$ cat config.mk
export PLATFORM = sky130hd
export DESIGN_NAME = dmem_access_arbiter
export DESIGN_NICKNAME = d
export VERILOG_FILES = /design/src/rtl/dmem_access_arbiter_pkg.sv /design/src/rtl/dmem_rr_arb.sv /design/src/rtl/dmem_access_arbiter.sv
export SDC_FILE = /design/constraint.sdc
export NUM_CORES = 1
export LEC_CHECK = 0
export CORE_AREA = 2 2 122 124
export DETAILED_ROUTE_END_ITERATION = 7
export DIE_AREA = 0 0 124 126
export PLACE_DENSITY = 0.74
export SYNTH_ARGS = -nofsm -noshare
export SYNTH_HDL_FRONTEND = slang
export SYNTH_SLANG_ARGS = --single-unit
$ cat constraint.sdc
create_clock -name clk -period 9.45 [get_ports clk]
set_input_delay 1.4175 -clock clk [delete_from_list [all_inputs] [get_ports clk]]
set_output_delay 1.4175 -clock clk [all_outputs]
set_load 0.005 [all_outputs]
$ cat src/rtl/dmem_access_arbiter_pkg.sv
// Shared types for the data-memory arbiter: widths, RV32 func3 encodings, FSM states.
// Split-access states exist only when DMEM_MISALIGN_SPLIT_EN is defined.
package dmem_access_arbiter_pkg;

  localparam int AddrWidth  = 32;
  localparam int DataWidth  = 32;
  localparam int Func3Width = 3;

  localparam logic [Func3Width-1:0] F3_B  = 3'd0;
  localparam logic [Func3Width-1:0] F3_H  = 3'd1;
  localparam logic [Func3Width-1:0] F3_W  = 3'd2;
  localparam logic [Func3Width-1:0] F3_BU = 3'd4;
  localparam logic [Func3Width-1:0] F3_HU = 3'd5;

`ifdef DMEM_MISALIGN_SPLIT_EN
  typedef enum logic [2:0] {
    ST_IDLE   = 3'd0,
    ST_ACCESS = 3'd1,
    ST_RESP   = 3'd2,
    ST_SPLIT  = 3'd3,
    ST_FIN    = 3'd4
  } state_t;
`else
  typedef enum logic [1:0] {
    ST_IDLE   = 2'd0,
    ST_ACCESS = 2'd1,
    ST_RESP   = 2'd2
  } state_t;
`endif

  // Unsigned loads have no store counterpart.
  function automatic logic f3_illegal(input logic we, input logic [Func3Width-1:0] f3);
    case (f3)
      F3_B, F3_H, F3_W: return 1'b0;
      F3_BU, F3_HU:     return we;
      default:          return 1'b1;
    endcase
  endfunction

  function automatic logic f3_misaligned(input logic [Func3Width-1:0] f3, input logic [1:0] a);
    return ((f3[1:0] == 2'd1) && a[0]) || ((f3 == F3_W) && (a != 2'b00));
  endfunction

endpackage

$ cat src/rtl/dmem_rr_arb.sv
// Two-way round-robin grant; the pointer moves to the port that was not granted.
// Combinational grant, pointer updates only on a grant while enabled.
module dmem_rr_arb (
  input  logic       clk,
  input  logic       rst,
  input  logic [1:0] req,
  input  logic       advance,
  output logic [1:0] gnt
);

  logic rr_q, rr_d;

  always_comb begin
    gnt  = 2'b00;
    rr_d = rr_q;
    if (advance) begin
      if (req == 2'b11) gnt = rr_q ? 2'b10 : 2'b01;
      else              gnt = req;
    end
    if (|gnt) rr_d = ~gnt[1];
  end

  always_ff @(posedge clk or posedge rst) begin
    if (rst) rr_q <= 1'b0;
    else     rr_q <= rr_d;
  end

endmodule

$ cat src/rtl/dmem_access_arbiter.sv
// Round-robin sharing of the data memory between LSU (m0) and loader (m1); DMEM_MISALIGN_SPLIT_EN splits misaligned h/w.
// Latency: accept N, memory N+1, rvalid N+2 (illegal: N+1; split: N+2+bytes); one request per 3 cycles.
// Backpressure: ready only in IDLE; an ungranted port holds its request and retries.
module dmem_access_arbiter
  import dmem_access_arbiter_pkg::*;
#(
  parameter int ADDR_W    = AddrWidth,
  parameter int DATA_W    = DataWidth,
  parameter int MEM_BYTES = 4096
) (
  input  logic                  clk,
  input  logic                  rst,
  input  logic                  m0_valid,
  output logic                  m0_ready,
  input  logic                  m0_we,
  input  logic [ADDR_W-1:0]     m0_addr,
  input  logic [DATA_W-1:0]     m0_wdata,
  input  logic [Func3Width-1:0] m0_func3,
  output logic                  m0_rvalid,
  output logic [DATA_W-1:0]     m0_rdata,
  output logic                  m0_err,
  input  logic                  m1_valid,
  output logic                  m1_ready,
  input  logic                  m1_we,
  input  logic [ADDR_W-1:0]     m1_addr,
  input  logic [DATA_W-1:0]     m1_wdata,
  input  logic [Func3Width-1:0] m1_func3,
  output logic                  m1_rvalid,
  output logic [DATA_W-1:0]     m1_rdata,
  output logic                  m1_err,
  output logic [ADDR_W-1:0]     memAddr,
  output logic                  memWriteEnable,
  output logic [DATA_W-1:0]     memWriteData,
  output logic [Func3Width-1:0] func3,
  input  logic [DATA_W-1:0]     memReadData
);

  typedef struct packed {
    logic                  we;
    logic [ADDR_W-1:0]     addr;
    logic [DATA_W-1:0]     wdata;
    logic [Func3Width-1:0] func3;
  } req_t;

  state_t                state_q, state_d;
  logic                  port_q, port_d;
  logic                  ld_q, ld_d;
  logic                  err_q, err_d;
  logic [DATA_W-1:0]     rdata_q, rdata_d;
  logic [ADDR_W-1:0]     mem_addr_q, mem_addr_d;
  logic                  mem_we_q, mem_we_d;
  logic [DATA_W-1:0]     mem_wdata_q, mem_wdata_d;
  logic [Func3Width-1:0] mem_func3_q, mem_func3_d;

  logic [1:0] arb_gnt;
  req_t       in_req;
  logic       in_mis, in_oor, in_bad;

  dmem_rr_arb u_arb (
    .clk     (clk),
    .rst     (rst),
    .req     ({m1_valid, m0_valid}),
    .advance (state_q == ST_IDLE),
    .gnt     (arb_gnt)
  );

  assign in_req = arb_gnt[1] ? req_t'{m1_we, m1_addr, m1_wdata, m1_func3}
                             : req_t'{m0_we, m0_addr, m0_wdata, m0_func3};
  assign in_mis = f3_misaligned(in_req.func3, in_req.addr[1:0]);

`ifdef DMEM_MISALIGN_SPLIT_EN
  req_t        req_q, req_d;
  logic [1:0]  cnt_q, cnt_d, cnt_inc, last_idx;
  logic [2:0]  last_off;
  logic [ADDR_W:0] last_byte;

  // Range is judged on the final byte so a split access is all-or-nothing.
  assign last_off  = (in_req.func3[1:0] == 2'd2) ? 3'd3 : (in_req.func3[1:0] == 2'd1) ? 3'd1 : 3'd0;
  assign last_byte = {1'b0, in_req.addr} + {{(ADDR_W-2){1'b0}}, last_off};
  assign in_oor    = last_byte >= (ADDR_W+1)'(MEM_BYTES);
  assign in_bad    = f3_illegal(in_req.we, in_req.func3) || in_oor;
  assign cnt_inc   = cnt_q + 2'd1;
  assign last_idx  = (req_q.func3 == F3_W) ? 2'd3 : 2'd1;
`else
  assign in_oor = in_req.addr >= ADDR_W'(MEM_BYTES);
  assign in_bad = f3_illegal(in_req.we, in_req.func3) || in_oor || in_mis;
`endif

  always_comb begin
    state_d     = state_q;
    port_d      = port_q;
    ld_d        = ld_q;
    err_d       = err_q;
    rdata_d     = rdata_q;
    mem_addr_d  = '0;
    mem_we_d    = 1'b0;
    mem_wdata_d = '0;
    mem_func3_d = '0;
`ifdef DMEM_MISALIGN_SPLIT_EN
    req_d = req_q;
    cnt_d = cnt_q;
`endif
    case (state_q)
      ST_IDLE: begin
        if (|arb_gnt) begin
          port_d  = arb_gnt[1];
          ld_d    = ~in_req.we;
          err_d   = in_bad;
          rdata_d = '0;
`ifdef DMEM_MISALIGN_SPLIT_EN
          req_d = in_req;
          cnt_d = 2'd0;
`endif
          if (in_bad) begin
            state_d = ST_RESP;
`ifdef DMEM_MISALIGN_SPLIT_EN
          end else if (in_mis) begin
            state_d     = ST_SPLIT;
            mem_addr_d  = in_req.addr;
            mem_we_d    = in_req.we;
            mem_wdata_d = DATA_W'(in_req.wdata[7:0]);
            mem_func3_d = in_req.we ? F3_B : F3_BU;
`endif
          end else begin
            state_d     = ST_ACCESS;
            mem_addr_d  = in_req.addr;
            mem_we_d    = in_req.we;
            mem_wdata_d = in_req.wdata;
            mem_func3_d = in_req.func3;
          end
        end
      end
      ST_ACCESS: begin
        if (ld_q) rdata_d = memReadData;
        state_d = ST_RESP;
      end
      ST_RESP: state_d = ST_IDLE;
`ifdef DMEM_MISALIGN_SPLIT_EN
      ST_SPLIT: begin
        if (ld_q) rdata_d[{cnt_q, 3'b000} +: 8] = memReadData[7:0];
        if (cnt_q == last_idx) begin
          state_d = ST_FIN;
        end else begin
          cnt_d       = cnt_inc;
          mem_addr_d  = req_q.addr + ADDR_W'(cnt_inc);
          mem_we_d    = req_q.we;
          mem_wdata_d = DATA_W'(req_q.wdata[{cnt_inc, 3'b000} +: 8]);
          mem_func3_d = req_q.we ? F3_B : F3_BU;
        end
      end
      ST_FIN: begin
        if (req_q.func3 == F3_H)  rdata_d = {{(DATA_W-16){rdata_q[15]}}, rdata_q[15:0]};
        if (req_q.func3 == F3_HU) rdata_d = {{(DATA_W-16){1'b0}}, rdata_q[15:0]};
        state_d = ST_RESP;
      end
`endif
      default: state_d = ST_IDLE;
    endcase
  end

  always_ff @(posedge clk or posedge rst) begin
    if (rst) begin
      state_q     <= ST_IDLE;
      port_q      <= 1'b0;
      ld_q        <= 1'b0;
      err_q       <= 1'b0;
      rdata_q     <= '0;
      mem_addr_q  <= '0;
      mem_we_q    <= 1'b0;
      mem_wdata_q <= '0;
      mem_func3_q <= '0;
    end else begin
      state_q     <= state_d;
      port_q      <= port_d;
      ld_q        <= ld_d;
      err_q       <= err_d;
      rdata_q     <= rdata_d;
      mem_addr_q  <= mem_addr_d;
      mem_we_q    <= mem_we_d;
      mem_wdata_q <= mem_wdata_d;
      mem_func3_q <= mem_func3_d;
    end
  end

`ifdef DMEM_MISALIGN_SPLIT_EN
  always_ff @(posedge clk or posedge rst) begin
    if (rst) begin
      req_q <= '0;
      cnt_q <= 2'd0;
    end else begin
      req_q <= req_d;
      cnt_q <= cnt_d;
    end
  end
`endif

  assign memAddr        = mem_addr_q;
  assign memWriteEnable = mem_we_q;
  assign memWriteData   = mem_wdata_q;
  assign func3          = mem_func3_q;

  assign m0_ready  = (state_q == ST_IDLE);
  assign m1_ready  = (state_q == ST_IDLE);
  assign m0_rvalid = (state_q == ST_RESP) && !port_q;
  assign m1_rvalid = (state_q == ST_RESP) && port_q;
  assign m0_rdata  = m0_rvalid ? rdata_q : '0;
  assign m1_rdata  = m1_rvalid ? rdata_q : '0;
  assign m0_err    = m0_rvalid && err_q;
  assign m1_err    = m1_rvalid && err_q;

endmodule
* Word level (Yosys, flattened, before mapping) *
Index checks and enable logic that the tools add are counted.

word-level totals
  register bits = 106
  bits in latches = 0
  bits in writable memories = 0
  memory bits (read-only) = 0
  memories kept = 0

operators by class
  $add $sub $neg = 0
  $mul = 0
  divide/modulo/power cells = 0
  $lt $le $gt $ge = 1
  equality and inequality tests = 10
  shift-type cells = 0
  mux-type cells = 25
  bitwise operators = 2
  reductions and logical operators = 19

operators by type and width
  cell                                                                 number
  two-way mux 32 bit                                                   10
  two-way mux 68 bit                                                   1
  case mux 32 bit (2 select lines)                                     1
  greater-or-equal comparator 32 x 13 -> 1 bit, second input constant  1
  two-way mux 2 bit                                                    5
  two-way mux 3 bit                                                    3
  == test 3 bit, second input constant                                 2
  logical AND 1 bit                                                    6
  == test 2 x 1 -> 1 bit, second input constant                        2
  == test 2 bit, second input constant                                 2
  case mux 2 bit (2 select lines)                                      1
  nonzero test 2 bit                                                   2
  OR reduction 2 bit                                                   2
  == test 3 x 1 -> 1 bit, second input constant                        1
  == test 3 x 2 -> 1 bit, second input constant                        1
  zero test 3 bit                                                      1
  logical OR 1 bit                                                     3
  two-way mux 1 bit                                                    3
  AND reduction 3 bit                                                  1
  OR reduction 3 bit                                                   1
  zero test 2 bit                                                      1
  != test 2 x 1 -> 1 bit, second input constant                        1
  != test 2 bit, second input constant                                 1
  inverter 1 bit                                                       2
  other kinds (3)                                                      3

* Depth between registers and ports, before layout *
Gate-level depths: netlist of run 1.

  word-level depth = 12
  mapped depth = 6

* Modules after synthesis *
A second synthesis of run 1 with hierarchy kept.

unflattened totals
  cell total of the unflattened synthesis = 389
  area total of the unflattened synthesis = 4824.6 um^2

by module, submodules not included
  module               times used  cells each  area each (um^2)
  dmem_access_arbiter  1           380         4759.6
  dmem_rr_arb          1           9           65.1

* Worst setup path after synthesis of run 1 *
No wires, ideal clock.

  kind = input port to flip-flop
  from = input m1_valid
  to = register state_q[1]
  library setup time = 0.122 ns
  arrival time = 2.959 ns
  slack = 6.370 ns
  cell stages on the path = 5
  buffers on the path = 1
  path through = or3b_4 > or2_1 > or4_1 > buf_2 > a32o_1

between the ends
  longest elaborated chain between the ends = 12

RTL lines
  what                                                                                  line                        source
  from (decl)                                                                           dmem_access_arbiter.sv:22   input logic m1_valid,
  == test 2 bit                                                                         dmem_rr_arb.sv:17           if (req == 2'b11) gnt = rr_q ? 2'b10 : 2'b01;
  two-way mux 2 bit (*)                                                                 dmem_rr_arb.sv:17
  two-way mux 2 bit (*)                                                                 dmem_rr_arb.sv:16           if (advance) begin
  branches (longest 9 deep; another with greater-or-equal comparator 32 x 13 -> 1 bit)  n/a
  to (signal assigned)                                                                  dmem_access_arbiter.sv:173  state_q <= state_d;
  to (decl)                                                                             dmem_access_arbiter.sv:45   state_t state_q, state_d;

Mark *: on every way between the ends. The select of a mux whose other input is x is not followed.
A chain may end at the register's enable or synchronous reset.

* Final worst setup path of run 1 *
Ends and elaborated chain as after synthesis.

==> results.cfg, run 1 <==
[drt]
wl_met1_um = 5184
wire_per_inst_um = 15.67
dr.pass1.iters = 4
wl_met2_um = 7675
routed_via_density = 4.700
drt_iter0_markers = 123
drc = 0
drtAntennaViolNets = 0
num_vias = 4380
highest-signal-layer = met4
route.met3.wl_um = 1422
routed_wl_um = 14610

[synth]
ys.warnings.count = 0
syn_avg_cell_area_um2 = 10.65
synth_edf_count = 0
synthCells = 430
synth_cell_types = 31
synth_top_area_share_pct = 57.91
synth_top_flop_cell = dfrtp_1
synth_top_cell_by_area = dfrtp_1
synth_area_um2 = 4581
ys_seq_elements = 106
yosysSeqAreaShare_pct = 57.91
async_flop_share_pct = 100.0
synth.area.top_cells = dfrtp_1 58%, o32ai_1 9.2%, and2_1 9.0%, inv_1 8.0%, a22o_1 6.1%

[die]
die_area_um2 = 15620
initial_core_util_pct = 32.00
die_w_um = 124
ios = 310
coreArea_um2 = 14310
rows = 44
die_h_um = 126

[cells_and_area]
drive_gt1_share_pct = 4.011
area_delta_synth_final_pct = 79.13
nFillCells = 1216
diodes = 0
fin_area_um2 = 8205
final_nets = 915
final_common_cell = clkdlybuf4s50_1
post-route-util_pct = 57.33
final_cell_mix = 309 x clkdlybuf4s50_1, 106 x dfrtp_1, 97 x inv_1, 66 x and2_1, 48 x o32ai_1

[global_routing]
grt_start_max_net_pins = 63
grt_pass1_vias = 4406
overflow = 0
grt_usage_pct = 18.93
antenna_found_initial = 0
grt_first_pass_wirelength_um = 22590

[clock_tree]
clock_path_buffers = 2
postCtsHoldBufs = 0
postCtsResizedCells = 0
clock-root-buffer = clkbuf_16
clk_latency_ns = 0.34
cts_max_level = 3
cts.sinks = 106
cts_tree = done
path_clk_slew_ns = 0.08
post_cts_buffers = 0
cts_made_buffers = 9

[timing]
hold_viol = 0
grt_setup_unrepaired = false
fmax_ghz = 0.2428
whs_ns = 0.4839
finalSetupTns_ns = 0
finalClockSkew_ns = 0.008677
slew_violations = 0
period_needed_ns = 4.119
slew_headroom_pct = 12.55
tightest_slew_ns = 1.312
layout_worst_path_cycle_share_pct = 43.59
setup_viol = 0

[min_path]
hold_class = reg2reg
hold_end = ld_q
hold_path_depth = 2
holdCritStartpoint = ld_q

[worst_setup_path]
end_kind = flip-flop
reg2regPathDepth = 4
r2r_end = state_q[1]
cp-start-kind = primary input
r2r_start = state_q[0]
crit_fanout = 51
arrival_ns = 4.35
path_class = in2reg
cp_data_required_time_ns = 9.68
rrSetupSlack_ns = 6.52

[power_and_ir_drop]
comb_power_share_pct = 15.2
power.density_nw_per_um2 = 123.3
swShare_pct = 23.94
seq_power_share_pct = 46.0
leakage_nw = 3.760
p_clk_share_pct = 38.8
power.switching_mw = 0.2422
power.internal_mw = 0.7697
vdd_drop_max_v = 0.00007221

[placed_design]
gp_congestion = 0.7708
port_buffers = 309
placed_area_um2 = 7883
hpwlAfterDp_um = 11290

[outcome]
status = complete, no violations

[run]
maxCapViolations = 0
==> metrics by stage <==
stage               power [mW]  setup slack (ns)  instances
floorplan               0.5209             5.244        449
CTS                      1.029             5.377        932
finish                   1.012             5.331        932
detailed placement      0.6294             4.996        916
global route             1.063             5.260        932
global placement        0.6257             5.024        916
==> worst max-delay path, stage by stage <==
cell	delay, ns
clkdlybuf4s50_1	0.55
or3b_4	0.42
or2_1	0.31
or4_2	1.19
a32o_1	0.44
==> layout make-up <==
| type | instances | area (µm²) | share of cell area, % |
|---|---|---|---|
| well taps | 184 | 230.2 | 2.806 |
| inverters | 98 | 370.4 | 4.514 |
| clock inverters | 6 | 83.83 | 1.022 |
| repair buffers | 314 | 3131 | 38.15 |
| clock buffers | 10 | 239.0 | 2.912 |
| flip-flops and latches | 106 | 2653 | 32.33 |
| multi-input cells | 214 | 1499 | 18.27 |
==> worst max path at each step <==
stage                   from          to  slack [ns]  cells past startpoint
finish              m1_valid  state_q[1]        5.33                      5
global route        m1_valid  state_q[1]        5.26                      5
CTS                 m1_valid  state_q[1]        5.38                      5
detailed placement  m1_valid  state_q[1]        5.00                      5
global placement    m1_valid  state_q[1]        5.02                      5
floorplan                rst       err_q        5.24                      1
==> routing by layer <==
layer  GRT usage (%)  up-vias
met5               0        -
met4           6.940        0
met3           5.389       23
met2           34.07      218
met1           20.97     2092
li1                -     2047
==> power by group through the flow <==
stage	Sequential [mW]	Clock, mW	Combinational (mW)
after global routing	0.466	0.428	0.170
after global placement	0.474	0	0.152
after detailed placement	0.474	0	0.155
after CTS	0.465	0.408	0.156
after floorplan	0.474	0	0.0470
final	0.465	0.393	0.154
==> Yosys cell counts (2+ instances only) <==
cell type  number
nor4_1         10
o32ai_1        48
a22o_1         32
dfrtp_1       106
nand2_1         8
a21oi_1         5
o21ai_0         4
and2_1         66
buf_6           5
clkbuf_1       24
or4_1           2
o21bai_1        2
nor3_1          2
inv_1          98
nor2_1          2
==> sequential cells by signal, summed over array words and instances, names as in the netlist <==
signal,flops
err_q,1
func3,3
ld_q,1
memAddr,32
memWriteData,32
memWriteEnable,1
port_q,1
rdata_q,32
state_q,2
u_arb.rr_q,1
==> kinds of logic (layout without fill, tap and decap cells) <==
logic type	count (synthesis)	in the layout	synth area share [%]
compound gates	97	97	17.67
buf+inv	129	428	11.50
flops	106	106	57.91
other cells	1	20	0.08187
simple gates	97	97	12.84
Power figures use the tool's default switching activity.
==> inputs of run 2 (changes only) <==
--- a/config.mk
+++ b/config.mk
@@ -5,10 +5,10 @@
 export SDC_FILE = /design/constraint.sdc
 export NUM_CORES = 1
 export LEC_CHECK = 0
-export CORE_AREA = 2 2 122 124
+export CORE_AREA = 2 2 120 122
 export DETAILED_ROUTE_END_ITERATION = 7
-export DIE_AREA = 0 0 124 126
-export PLACE_DENSITY = 0.74
+export DIE_AREA = 0 0 122 124
+export PLACE_DENSITY = 0.76
 export SYNTH_ARGS = -nofsm -noshare
 export SYNTH_HDL_FRONTEND = slang
 export SYNTH_SLANG_ARGS = --single-unit
==> constraint.sdc (replaced) <==
create_clock -name clk -period 3.9 [get_ports clk]
set_input_delay 0.585 -clock clk [delete_from_list [all_inputs] [get_ports clk]]
set_output_delay 0.585 -clock clk [all_outputs]
set_load 0.005 [all_outputs]
==> run 2 against run 1 <==
Effect of this change:
- first-iteration DRC count grew 53%
- critical path depth is 1 higher
- non-clock buffer count is 4 higher
- global-route usage increased by 1.3 points
- sequential cell count unchanged
- design area grew 0.32%
- total power rose by 150%
- die area decreased by 3.2%
- utilization grew 2.7 points
- combinational power increased by 150%
- clock power rose to 2.5 times the previous value
- wire length up 3.5%
- largest power group unchanged
==> results.cfg, run 2 (synthesized netlist as in run 1, its figures left out) <==
[drt]
wire_per_inst_um = 16.24
routed_via_density = 4.653
dr.pass1.iters = 4
drt_iter0_markers = 188
drc = 0
num_vias = 4332
drtAntennaViolNets = 0
routed_wl_um = 15120

[die]
die_area_um2 = 15130
coreArea_um2 = 13720
initial_core_util_pct = 33.39
rows = 43
ios = 310
die_h_um = 124
die_w_um = 122

[timing]
grt_setup_unrepaired = false
setup_viol = 0
finalClockSkew_ns = 0.007780
slew_violations = 0
finalSetupTns_ns = 0
whs_ns = 0.5021
hold_viol = 0
slew_headroom_pct = 31.12
period_needed_ns = 3.020
tightest_slew_ns = 1.029
fmax_ghz = 0.3312
finalWorstSetupSlack_ns = 0.8803
layout_worst_path_cycle_share_pct = 77.43

[worst_setup_path]
path_class = in2reg
max_stage_delay_ns = 0.79
end_kind = flip-flop
arrival_ns = 3.24
crit_slowest_cell = or4_2
cp_data_required_time_ns = 4.12
crit_chain = clkdlybuf4s50_1 -> or3b_4 -> or2_1 -> or4_2 -> buf_4 -> o32ai_1
crit_fanout = 45
cp-start-kind = primary input

[clock_tree]
post_cts_buffers = 0
cts_made_buffers = 9
postCtsHoldBufs = 0
clk_latency_ns = 0.34
cts_max_level = 3
path_clk_slew_ns = 0.07
cts_tree = done
postCtsResizedCells = 0
clock_path_buffers = 2
clock-root-buffer = clkbuf_16
cts.sinks = 106

[power_and_ir_drop]
power.density_nw_per_um2 = 302.8
vdd_drop_max_v = 0.0001693
leakage_nw = 3.776

[cells_and_area]
final_common_cell = clkdlybuf4s50_1
nFillCells = 1141
diodes = 0
post-route-util_pct = 60.00
area_delta_synth_final_pct = 79.70
final_nets = 919
final_cell_mix = 309 x clkdlybuf4s50_1, 106 x dfrtp_1, 97 x inv_1, 66 x and2_1, 48 x o32ai_1
drive_gt1_share_pct = 4.394
fin_cells = 931

[global_routing]
grt_usage_pct = 20.21
busiest_layer = met2
grt_pass1_vias = 4399
grt_first_pass_wirelength_um = 23030
use_met2_pct = 34.67
use_met1_pct = 24.13
met3_usage_pct = 5.357
antenna_found_initial = 0
grt_start_max_net_pins = 52
overflow = 0

[run]
maxCapViolations = 0

[placed_design]
hpwlAfterDp_um = 11680
gp_congestion = 0.8587
place_ws_ns = 0.5453
port_buffers = 309
dp.cells = 916

[min_path]
hold_class = reg2reg

[outcome]
status = complete, no violations
-- run 2: cell types whose count changed in the layout (fill, tap and decap cells not counted), sizes merged --
| cell | delta |
|---|---|
| clkinvlp | +1 |
| clkinv | -2 |
| inv | -1 |
| bufinv | +1 |
| buf | +4 |
-- run 2: metrics by stage --
stage | total power, mW | area [µm²]
2_1_floorplan | 1.262 | 4652
4_1_cts | 2.520 | 8232
3_3_place_gp | 1.520 | 7908
6_report | 2.493 | 8232
3_5_place_dp | 1.528 | 7908
5_1_grt | 2.595 | 8232
-- run 2: final timing paths --
check                      startpoint          endpoint  slack (ns)  depth (start not counted)
setup reg to reg           state_q[0]  memWriteData[21]        1.23                          5
setup / recovery             m1_valid  memWriteData[21]        0.88                          6
max in group asynchronous         rst       rdata_q[19]        2.36                          3
min in group asynchronous         rst       memAddr[18]        0.67                          2
hold / removal                   ld_q              ld_q        0.50                          2
hold reg to reg                  ld_q              ld_q        0.50                          2
-- run 2: cell type report --
type / instances / area [µm²] / area share (%)
multi-input combinational: 214 / 1499 / 18.21
clock inverter: 5 / 85.08 / 1.034
clock buffer: 10 / 239.0 / 2.903
timing repair buffer: 318 / 3161 / 38.39
inverter: 98 / 370.4 / 4.499
tap: 180 / 225.2 / 2.736
sequential: 106 / 2653 / 32.22
-- run 2: worst max-delay path, delay by kind of cell --
kind | cells | cell delay (ns)
compound gates | 1 | 0.23
buf+inv | 2 | 0.89
simple gates | 3 | 1.50
-- run 2: per-layer routing --
metal	part of all wire, %	routed length, µm	vias up
li1	-	-	2051
met1	39	5840	2045
met2	50	7605	212
met3	8.8	1332	24
met4	2.3	344	0
met5	0	0	-
-- run 2: report_power, final --
group	switching, mW	total, mW	internal, mW
sequential	0.00949	1.13	1.12
combinational	0.160	0.378	0.218
clock	0.406	0.987	0.581
total	0.575	2.49	1.92
==> inputs of run 3 (changes only) <==
==> constraint.sdc (replaced) <==
create_clock -name clk -period 2.9 [get_ports clk]
set_input_delay 0.435 -clock clk [delete_from_list [all_inputs] [get_ports clk]]
set_output_delay 0.435 -clock clk [all_outputs]
set_load 0.005 [all_outputs]
==> run 3 against run 2 <==
Effect of this change:
- clock power rose by 20%
- design area is 0.46% higher
- sequential cell count unchanged
- critical path depth stayed put
- global-route usage shrank 0.27 points
- total power rose by 29%
- sequential power is 35% higher
- count of clock-buffer cells in the layout up 1
- first-iteration DRC count is 7.4% higher
- via count is 1.1% higher
- die area unchanged
==> results.cfg, run 3 (synthesized netlist as in run 1, its figures left out) <==
[cells_and_area]
final_common_cell = clkdlybuf4s50_1
diodes = 0
final_cell_mix = 309 x clkdlybuf4s50_1, 106 x dfrtp_1, 97 x inv_1, 66 x and2_1, 48 x o32ai_1
nFillCells = 1119
drive_gt1_share_pct = 5.145
seqCellArea_um2 = 2653
fin_cells = 938
multi_input_area_um2 = 1499
area_delta_synth_final_pct = 80.52
final_nets = 925

[worst_setup_path]
arrival_ns = 2.69
cp-start-kind = primary input
path_class = in2reg
cp_data_required_time_ns = 3.13
crit_chain = clkdlybuf4s50_1 -> or3b_4 -> or2_1 -> or4_2 -> buf_12 -> o32ai_1
end_kind = flip-flop
max_stage_delay_ns = 0.73
crit_slowest_cell = or4_2
rrSetupSlack_ns = 0.54
crit_fanout = 50

[die]
die_w_um = 122
die_h_um = 124
ios = 310
die_area_um2 = 15130
coreArea_um2 = 13720
initial_core_util_pct = 33.39
rows = 43

[clock_tree]
cts_tree = done
cts.sinks = 106
path_clk_slew_ns = 0.07
clock_path_buffers = 2
postCtsHoldBufs = 0
cts_made_buffers = 9
clock-root-buffer = clkbuf_16
cts_max_level = 3
postCtsResizedCells = 0
clk_latency_ns = 0.34
post_cts_buffers = 0

[drt]
dr.pass1.iters = 5
drt_iter0_markers = 202
wire_per_inst_um = 16.33
drc = 0
routed_via_density = 4.671
drtAntennaViolNets = 0
routed_wl_um = 15320
num_vias = 4381

[placed_design]
port_buffers = 309
gp_congestion = 0.8282
dp.cells = 922
hpwlAfterDp_um = 11830
place_ws_ns = 0.09899

[global_routing]
grt_pass1_vias = 4448
grt_first_pass_wirelength_um = 22890
antenna_found_initial = 0
grt_usage_pct = 19.94
grt_start_max_net_pins = 55
overflow = 0

[timing]
fmax_ghz = 0.4062
tightest_slew_ns = 0.6796
grt_setup_unrepaired = false
finalClockSkew_ns = 0.008736
slew_violations = 0
setup_viol = 0
layout_worst_path_cycle_share_pct = 84.89
finalWorstSetupSlack_ns = 0.4383
slew_headroom_pct = 54.69
finalSetupTns_ns = 0
hold_viol = 0
period_needed_ns = 2.462

[power_and_ir_drop]
power.density_nw_per_um2 = 388.4
finalPower_mw = 3.212
vdd_drop_max_v = 0.0002374
leakage_nw = 3.796

[run]
maxCapViolations = 0

[outcome]
status = complete, no violations

[min_path]
hold_class = reg2reg
## run 3: changes by cell type in the layout (fill, tap and decap cells not counted), sizes merged
cell	change
buf	+6
bufinv	-2
clkbuf	+1
clkinv	+2
clkinvlp	+1
inv	-1
## run 3: power by group
group | total, mW | switching (mW) | internal [mW]
registers | 1.52 | 0.0133 | 1.50
clock network | 1.18 | 0.561 | 0.622
logic | 0.512 | 0.215 | 0.297
## run 3: worst paths after layout
| kind | startpoint | end | depth (start not counted) |
|---|---|---|---|
| worst max-delay path | m1_valid | memWriteData[8] | 6 |
| max in group asynchronous | rst | memWriteData[4] | 3 |
| worst max register to register | state_q[0] | memWriteData[8] | 5 |
| min in group asynchronous | rst | memAddr[22] | 3 |
| worst min-delay path | rdata_q[15] | rdata_q[15] | 1 |
| worst min register to register | rdata_q[15] | rdata_q[15] | 1 |
## run 3: final cells by class
| cell class | count | share of cell area, % |
|---|---|---|
| Clock buffer | 11 | 2.935 |
| Multi-Input combinational cell | 214 | 18.13 |
| Timing Repair Buffer | 324 | 39.07 |
| Tap cell | 180 | 2.724 |
| Clock inverter | 5 | 0.5750 |
| Inverter | 98 | 4.494 |
| Sequential cell | 106 | 32.08 |
## run 3: metrics by stage
stage	util [%]	hold WS [ns]	cell area [µm²]
global route	60.27	0.5327	8269
detailed placement	58.16	0.4921	7979
floorplan	-	0.4429	4656
CTS	60.27	0.5169	8269
finish	60.27	0.5183	8269
global placement	58.16	0.4682	7979
## run 3: worst max-delay path: cells and delay by family
kind / cells / cell delay (ns)
compound gates: 1 / 0.17
simple gates: 3 / 1.36
buf+inv: 2 / 0.71
## run 3: metal layers
metal  global-route usage [%]  share of wire [%]  routed length, µm  vias up
met5                        0                  0                  0        -
met3                    4.945                8.3               1274       32
met2                    35.65                 51               7852      219
met1                    22.55                 37               5728     2068
li1                         -                  -                  -     2062
met4                    8.836                3.0                467        0
